[src/rtl/step_clock_gen.sv]
// rtl/step_clock_gen.sv - debounced single-step pulse, divided run clock and press counter
// Optional macro STEP_COUNT_EN builds the step_count register; otherwise step_count reads 0.
module step_clock_gen #(
   parameter int DEBOUNCE_CYCLES = 16,
   parameter int DIV_HALF        = 4,
   parameter int STEP_HIGH       = 8
) (
   input  logic       clk,
   input  logic       rst_n,
   input  logic       btn_raw,
   input  logic       div_en,
   output logic       step_out,
   output logic       div_clk,
   output logic       div_rise,
   output logic [7:0] step_count
);

   localparam int DW = $clog2(DEBOUNCE_CYCLES);
   localparam int SW = $clog2(STEP_HIGH + 1);
   localparam int VW = $clog2(DIV_HALF + 1);
   localparam logic [DW-1:0] D_LAST = DW'(DEBOUNCE_CYCLES - 1);
   localparam logic [SW-1:0] S_LAST = SW'(STEP_HIGH - 1);
   localparam logic [VW-1:0] V_LAST = VW'(DIV_HALF - 1);

   typedef enum logic [1:0] {IDLE, HIGH, WAIT_REL} state_t;

   state_t        state, state_next;
   logic          sync1, sync2;
   logic          btn_stable, btn_stable_q;
   logic [DW-1:0] dcnt;
   logic [SW-1:0] scnt, scnt_next;
   logic [VW-1:0] dv;
   logic          press;

   // Any return to the stable level restarts the debounce count.
   always_ff @(posedge clk) begin
      if (!rst_n) begin
         sync1        <= 1'b0;
         sync2        <= 1'b0;
         btn_stable   <= 1'b0;
         btn_stable_q <= 1'b0;
         dcnt         <= '0;
      end else begin
         sync1        <= btn_raw;
         sync2        <= sync1;
         btn_stable_q <= btn_stable;
         if (sync2 == btn_stable) begin
            dcnt <= '0;
         end else if (dcnt == D_LAST) begin
            btn_stable <= sync2;
            dcnt       <= '0;
         end else begin
            dcnt <= dcnt + 1'b1;
         end
      end
   end

   assign press = btn_stable & ~btn_stable_q;

   always_ff @(posedge clk) begin
      if (!rst_n) begin
         state    <= IDLE;
         scnt     <= '0;
         step_out <= 1'b0;
      end else begin
         state    <= state_next;
         scnt     <= scnt_next;
         step_out <= (state_next == HIGH);
      end
   end

   always_comb begin
      state_next = state;
      scnt_next  = scnt;
      case (state)
         IDLE: begin
            if (press) begin
               state_next = HIGH;
               scnt_next  = '0;
            end
         end
         HIGH: begin
            scnt_next = scnt + 1'b1;
            if (scnt == S_LAST) state_next = WAIT_REL;
         end
         WAIT_REL: begin
            if (!btn_stable) state_next = IDLE;
         end
         default: state_next = IDLE;
      endcase
   end

`ifdef STEP_COUNT_EN
   logic [7:0] count_q;
   logic       accepted;

   assign accepted = (state == IDLE) && press;

   always_ff @(posedge clk) begin
      if (!rst_n) begin
         count_q <= 8'd0;
      end else if (accepted) begin
         count_q <= count_q + 8'd1;
      end
   end

   assign step_count = count_q;
`else
   assign step_count = 8'd0;
`endif

   // div_rise is registered alongside div_clk so it marks the first high cycle.
   always_ff @(posedge clk) begin
      if (!rst_n) begin
         dv       <= '0;
         div_clk  <= 1'b0;
         div_rise <= 1'b0;
      end else if (div_en) begin
         if (dv == V_LAST) begin
            dv       <= '0;
            div_clk  <= ~div_clk;
            div_rise <= ~div_clk;
         end else begin
            dv       <= dv + 1'b1;
            div_rise <= 1'b0;
         end
      end else begin
         div_rise <= 1'b0;
      end
   end

endmodule

[config.mk]
export PLATFORM = sky130hd
export DESIGN_NAME = step_clock_gen
export DESIGN_NICKNAME = d
export VERILOG_FILES = /design/src/rtl/step_clock_gen.sv
export SDC_FILE = /design/constraint.sdc
export NUM_CORES = 1
export LEC_CHECK = 0
export BUFFER_PORTS_ARGS = -buffer_cell sky130_fd_sc_hd__buf_4
export CAP_MARGIN = 10
export CORE_UTILIZATION = 47
export CTS_BUF_LIST = sky130_fd_sc_hd__clkbuf_16
export CTS_CLUSTER_DIAMETER = 50
export CTS_CLUSTER_SIZE = 10
export DETAILED_ROUTE_END_ITERATION = 12
export GPL_ROUTABILITY_DRIVEN = 1
export GPL_TIMING_DRIVEN = 1
export PLACE_DENSITY = 0.78
export SLEW_MARGIN = 25
export SYNTH_ARGS = -nofsm -noshare
export SYNTH_HDL_FRONTEND = slang
export SYNTH_SLANG_ARGS = --single-unit
[constraint.sdc]
create_clock -name clk -period 0.99 [get_ports clk]
set_input_delay 0.0495 -clock clk [delete_from_list [all_inputs] [get_ports clk]]
set_output_delay 0.0495 -clock clk [all_outputs]
set_load 0.05 [all_outputs]
Yosys cells after proc, flatten, opt, wreduce, memory -nomap -nowiden

Cells that the tools add are included.

Register bits after elaboration: 20
Bits of input ports: 4
Output and inout bits: 11
Logic and storage cells: 41

Add/sub/neg operators: 3
Eq/ne operators: 8
Muxes and demuxes: 7
Bitwise logic cells: 5
Reduce and logical (&&, ||, !) cells: 7

Operators by type and width:

| cell                                           | count |
|---|---|
| adder 4 x 1 -> 4 bit (second input constant)   | 2 |
| case mux 4 bit (2 select lines)                | 1 |
| 2-to-1 mux 2 bit                               | 3 |
| case mux 2 bit (3 select lines)                | 1 |
| AND reduction 2 bit                            | 3 |
| == test 2 x 1 -> 1 bit (second input constant) | 2 |
| == test 4 x 3 -> 1 bit (second input constant) | 1 |
| == test 4 bit (second input constant)          | 1 |
| 2-to-1 mux 4 bit                               | 1 |
| inverter 1 bit                                 | 4 |
| adder 3 x 1 -> 3 bit (second input constant)   | 1 |
| == test 3 x 2 -> 1 bit (second input constant) | 1 |
| 2-to-1 mux 3 bit                               | 1 |
| AND reduction 3 bit                            | 1 |
| OR reduction 3 bit                             | 1 |
| == test 2 bit (second input constant)          | 1 |
| logical NOT 2 bit                              | 1 |
| inequality test 2 bit (second input constant)  | 1 |
| nonzero test 2 bit                             | 1 |
| AND 1 bit                                      | 1 |
| == test 1 bit                                  | 1 |

Logic depth before layout (Yosys ltp)

Gate-level depths: netlist of the first run.

Word-level depth: 5
Depth in mapped cells: 4
Mapped depth without buffers: 4

Worst setup path before layout of the first run

OpenSTA, ideal clock, no wires.

Path type: register to register
Start: register div_clk
End: register div_clk
Library setup time: 70 ps
Arrival time: 1,023 ps
Data required time: 920 ps
Setup slack: -103 ps
Stages on the path, launching flop included: 3
Buffers on the path: 0
Clock period less this slack: 1,093 ps
Cells stage by stage: dfxtp_1 > or3_1 > a21oi_1

Longest elaborated chain between the ends: 1

RTL lines:

| element                  | line | RTL |
|---|---|---|
| start: declaration       | 13   | `output logic div_clk,` |
| start signal: assignment | 121  | `div_clk <= ~div_clk;` |
| inverter 1 bit           | 121  |  |

No other way between the ends.
A chain may end at the register's enable or synchronous reset.

Worst setup path in the final report of the first run

Start: register state[0]
End: register scnt[3]

Longest elaborated chain between the ends: 3
Elaborated cells on any way between the ends: 6
Classes of those cells: eq/ne: 2; mux: 1; reduce/logical: 3

RTL lines:

| element                                                               | line | RTL |
|---|---|---|
| start: declaration                                                    | 27   | `state_t state, state_next;` |
| start signal: assignment                                              | 66   | `state <= state_next;` |
| == test 2 x 1 -> 1 bit or logical NOT 2 bit (tied branches)           | 75   | `case (state)` |
| nonzero test 2 bit (no line) or inequality test 2 bit (tied branches) | --   |  |
| AND reduction 2 bit (no line)                                         | --   |  |
| end signal: assignment                                                | 67   | `scnt <= scnt_next;` |
| end: declaration                                                      | 31   | `logic [SW-1:0] scnt, scnt_next;` |

Several ways; a longest one is shown, not always the timed one.

==> results.cfg, run 1 <==
[global_routing]
overflow = 0
grt_max_degree = 16
grt_pass1_wl_um = 2373
antenna_found_initial = 0
grt_pass1_vias = 581
track_usage_pct = 17.84

[floorplan]
ioPinCount = 15
coreArea_mm2 = 0.001577
die_x_um = 43.95
die_h_um = 43.95
die-area_mm2 = 0.001932
start_util_pct = 52.46
core.rowCount = 14

[synthesis]
async_reset_ff_share_pct = 0
post-synth-top-area-cell = dfxtp_1
yosysMostFrequentCell = dfxtp_1
netlist_top_cells_area = dfxtp_1 48%, buf_4 7.3%, ha_1 4.5%
ys_ff_latch = 20
syn_area_um2 = 827.0
synth_common_cells = 20 x dfxtp_1, 8 x buf_4, 6 x nand2b_1, 6 x nand3_1, 6 x nor2_1
avgSynthCellArea_um2 = 9.506
yosys_warnings = 0
ys.flop_type = dfxtp_1
synth-edff-count = 0
synth_cell_type_count = 25
synth_top_area_share_pct = 48.41
yosysSeqAreaShare_pct = 48.41
postSynthCellCount = 87

[critical_path]
timing.rr.start = state[0]
cp_num_cells = 3
crit_type = flop to flop
worst_r2r_path_depth = 3
path_delay_family = simple AND/OR/NAND/NOR gates
regToRegSetupSlack_ns = -0.07
cp-end-kind = flop
cp.arrival_ns = 1.20
crit_chain = or4b_1, nand3_1, mux2i_1
reg2reg_to = scnt[3]
startpoint = state[0]
start_kind = flop
crit_required_ns = 1.13
crit_end = scnt[3]
cp.buffers_inverters = 0
crit_fanout = 4
critical-path-max-stage-delay_ns = 0.49
cpMaxStageDelayCell = or4b_1

[power]
worst_ir_drop_vdd_uv = 1295
finalPower_mw = 1.779
powerDensity_mw_per_mm2 = 1621
leakage_nw = 0.4739

[layout]
nNetsFinal = 112
antennaDiodeCount = 0
syn_to_final_growth_pct = 32.68
seqCellArea_um2 = 412.9
design_area_mm2 = 0.001097
fillers = 113
multi_input_area_um2 = 457.9
final_layout_size_suffix_gt1_share_pct = 38.46

[timing]
setup_viol_count_final = 6
clock-skew-final_ns = 0.003125
final.setup.tns_ns = -0.2376
slew_viol_final = 0
fin_crit_ns = 1.060
max_freq_mhz = 943.5
fin_ws_ns = -0.06987
rsz0062_at_grt = true
fin_crit_sh_pct = 107.1
final_hold_viol_count = 0

[routing]
wl_per_cell_um = 12.03
drtAntennaViolNets = 0
vias = 639
drt_wl_total_um = 1444
drtIter0Drc = 4
via_per_inst = 5.325
drcViolationCount = 0
first_pass_iters = 3

[place]
dpl_cell_area_um2 = 922.1
portBuffers = 6
post-place-ws_ns = -0.09719
place_congestion = 0.7392
hpwl_um = 941.4

[run_status]
outcome = finished with violations
violations = setup timing

[cts]
clock_sinks = 20
ctsHoldBuffers = 0
cts_tree = done
clk_latency_ns = 0.25
numCtsBuffers = 3
clkTransAtPathRegs_ns = 0.05
clock_path_buffers = 2
cts_htree_levels = 1
clock-root-buffer = clkbuf_16

[flow_run]
max_cap_violations = 0

[worst_hold_path]
hold_class = input pin to flop
==> cell families (layout without fill, tap and decap cells) <==
kind of cell,after synthesis,count (layout),synth area share (%)
DFF,20,20,48.41
xor gates and xnor gates,3,3,3.178
buffers and inverters,12,22,9.077
muxes,2,2,2.421
and+or+nand+nor,36,36,25.11
adders and majority gates,3,3,4.539
AOI/OAI and AO/OA,10,10,6.807
other,1,8,0.4534
==> layout make-up <==
class | instances | share of cell area, %
clock buffer | 3 | 6.842
clock inverter | 1 | 0.3421
inverter | 3 | 1.026
multi-input combinational | 62 | 41.73
sequential | 20 | 37.63
tap | 16 | 1.824
timing repair buffer | 15 | 10.60
==> registers in the layout, indices dropped and copies added, names as in the netlist <==
name,cells
div_rise,1
sync1,1
div_clk,1
state,2
btn_stable_q,1
dv,3
btn_stable,1
scnt,4
sync2,1
dcnt,4
step_out,1
==> per-stage QoR <==
step	util (%)	cells	hold WS (ns)
4_1_cts	66.27	120	0.004469
3_3_place_gp	58.49	115	0.2596
5_1_grt	69.60	120	0.01089
6_report	69.60	120	0.006094
2_1_floorplan	-	94	0.1768
3_5_place_dp	58.49	115	0.2626
==> worst min path at each step <==
stage            start  endpoint  cells past startpoint
2_1_floorplan  btn_raw     sync1                      1
3_3_place_gp   btn_raw     sync1                      2
3_5_place_dp   btn_raw     sync1                      2
4_1_cts        btn_raw     sync1                      2
5_1_grt        btn_raw     sync1                      2
6_report       btn_raw     sync1                      2
==> placed cells by master, fill, tap and decap left out, types with 2 or more instances in the layout <==
master and count:
nand3b_1 3, dfxtp_2 10, nand3_1 5, mux2i_1 2, nand2_1 2, buf_4 14
ha_4 3, and3_1 4, o21ai_0 2, nand2b_1 6, a21oi_1 3, xor2_1 2
inv_1 3, conb_1 8, nor2_1 6, clkbuf_16 3, dfxtp_1 10, and2_1 2
==> power breakdown <==
part / leakage (nW) / total [mW] / switching, mW / internal [mW]
Clock: 0.0385 / 0.820 / 0.282 / 0.538
Sequential: 0.167 / 0.828 / 0.00938 / 0.819
Combinational: 0.269 / 0.130 / 0.0981 / 0.0323
Total: 0.474 / 1.78 / 0.390 / 1.39
==> timing repair <==
action | CTS | global route
setup buffers | 1 | 1
pin swaps | 5 | 8
setup endpoints to repair | 8 | 14
gates resized for setup | 10 | 12
==> layer usage <==
metal  vias up  part of all wire (%)  track usage, %
met2        16                    47           26.27
met3         5                   4.5           7.500
li1        313                     -               -
met4         0                   3.3           12.73
met5         -                     0               0
met1       305                    45           20.78
Power figures use the tool's default switching activity.
==> run 2: changes to the inputs <==
--- a/config.mk
+++ b/config.mk
@@ -7,14 +7,14 @@
 export LEC_CHECK = 0
 export BUFFER_PORTS_ARGS = -buffer_cell sky130_fd_sc_hd__buf_4
 export CAP_MARGIN = 10
-export CORE_UTILIZATION = 47
-export CTS_BUF_LIST = sky130_fd_sc_hd__clkbuf_16
+export CORE_UTILIZATION = 50
+export CTS_BUF_LIST = sky130_fd_sc_hd__clkbuf_8
 export CTS_CLUSTER_DIAMETER = 50
 export CTS_CLUSTER_SIZE = 10
 export DETAILED_ROUTE_END_ITERATION = 12
 export GPL_ROUTABILITY_DRIVEN = 1
 export GPL_TIMING_DRIVEN = 1
-export PLACE_DENSITY = 0.78
+export PLACE_DENSITY = 0.82
 export SLEW_MARGIN = 25
 export SYNTH_ARGS = -nofsm -noshare
 export SYNTH_HDL_FRONTEND = slang
==> run 2 against run 1 <==
Net effect:
- the flow still finishes with violations (setup timing)
- via count decreased by 5.5%
- global-route usage decreased by 0.70 points
- register-to-register slack about the same
- maximum frequency decreased by 1.0%
- setup slack got worse by 0.011 ns
- sequential cell count unchanged
- combinational power decreased by 5%
==> results.cfg, run 2 (same netlist as run 1, synthesis figures left out) <==
[layout]
postLayoutCoreUtil_pct = 70.28
mostFrequentLayoutCells = 13 x buf_4, 10 x dfxtp_2, 10 x dfxtp_1
antennaDiodeCount = 0
syn_to_final_growth_pct = 29.50
final_layout_size_suffix_gt1_share_pct = 35.58
seqCellArea_um2 = 412.9
top_regs = dcnt (4), scnt (4), dv (3)
design_area_mm2 = 0.001071
final_common_cell = buf_4
fillers = 110
nNetsFinal = 112
multi_input_area_um2 = 436.7
final_cells = 120

[global_routing]
antenna_found_initial = 0
grt_pass1_vias = 537
grt_pass1_wl_um = 2339
track_usage_pct = 17.14
grt_max_degree = 16
overflow = 0

[timing]
final_hold_viol_count = 0
final.setup.tns_ns = -0.2383
rsz0062_at_grt = true
fin_ws_ns = -0.08087
max_freq_mhz = 933.8
slew_viol_final = 0
clock-skew-final_ns = 0.003865
setup_viol_count_final = 4
fin_crit_ns = 1.071
fin_crit_sh_pct = 108.2

[routing]
drtIter0Drc = 9
drcViolationCount = 0
drtAntennaViolNets = 0
vias = 604
first_pass_iters = 4
via_per_inst = 5.033
drt_wl_total_um = 1364
wl_per_cell_um = 11.37

[floorplan]
die_h_um = 42.67
die-area_mm2 = 0.001821
coreArea_mm2 = 0.001524
ioPinCount = 15
core.rowCount = 14
die_x_um = 42.67
start_util_pct = 54.27

[cts]
clk_latency_ns = 0.26
clock_path_buffers = 2
clkTransAtPathRegs_ns = 0.07
cts_tree = done
clock_sinks = 20
cts_htree_levels = 1
clock-root-buffer = clkbuf_8
numCtsBuffers = 3

[critical_path]
cpMaxStageDelayCell = or4b_1
start_kind = flop
crit_chain = or4b_1, nand3_1, mux2i_1
cp.buffers_inverters = 0
startpoint = state[0]
crit_type = flop to flop
cp-end-kind = flop
critical-path-max-stage-delay_ns = 0.49
path_delay_family = simple AND/OR/NAND/NOR gates
timing.rr.start = state[0]
cp.arrival_ns = 1.22
crit_fanout = 4
crit_required_ns = 1.14

[place]
portBuffers = 6
place_congestion = 0.6865
placed_cells = 113
dpl_cell_area_um2 = 907.1
post-place-ws_ns = -0.1346
hpwl_um = 931.7

[flow_run]
max_cap_violations = 0

[power]
leakage_nw = 0.4640
worst_ir_drop_vdd_uv = 1535
powerDensity_mw_per_mm2 = 1631

[worst_hold_path]
worstHoldStart = div_en
hold_class = input pin to flop

[run_status]
outcome = finished with violations
violations = setup timing
## run 2: through the flow
stage | hold slack (ns) | total power [mW]
after floorplan | 0.1768 | 0.9612
after global placement | 0.2587 | 0.9550
after detailed placement | 0.2647 | 0.9566
after CTS | 0.07430 | 1.762
after global routing | 0.08586 | 1.808
final | 0.07420 | 1.746
## run 2: what timing repair did
action	in CTS	in global routing
hold endpoints to repair	1	0
setup buffers	1	1
hold buffers	1	0
pin swaps	7	9
setup endpoints to repair	9	13
gates resized for setup	12	7
## run 2: worst reg2reg max path, delay by kind of cell, from the launching register on
family           cells  cell delay, ns
AND/OR/NAND/NOR      2            0.57
multiplexers         1            0.06
flip-flops           1            0.33
## run 2: final timing paths
kind | to | slack, ns | depth (start not counted)
hold reg to reg | dcnt[0] | 0.44 | 1
setup / recovery | scnt[3] | -0.08 | 3
setup reg to reg | scnt[3] | -0.08 | 3
hold / removal | dv[1] | 0.07 | 3
## run 2: where the power goes
part | switching [mW] | internal (mW) | total [mW]
Clock | 0.255 | 0.539 | 0.794
Sequential | 0.0106 | 0.818 | 0.828
Combinational | 0.0955 | 0.0287 | 0.124
## run 2: area by class of cell
type / count / area share, %
Clock buffer: 3 / 3.855
Clock inverter: 1 / 2.804
Inverter: 3 / 1.051
Multi-Input combinational cell: 62 / 40.77
Sequential cell: 20 / 38.55
Tap cell: 16 / 1.869
Timing Repair Buffer: 15 / 11.10
## run 2: per-layer routing
layer  share of wire, %  vias to the layer above  global-route usage, %
met5                  0                        -                      0
met4                  0                        0                  3.750
met3                4.8                        0                  7.660
met2                 50                       15                  26.67
met1                 45                      276                  21.83
li1                   -                      313                      -
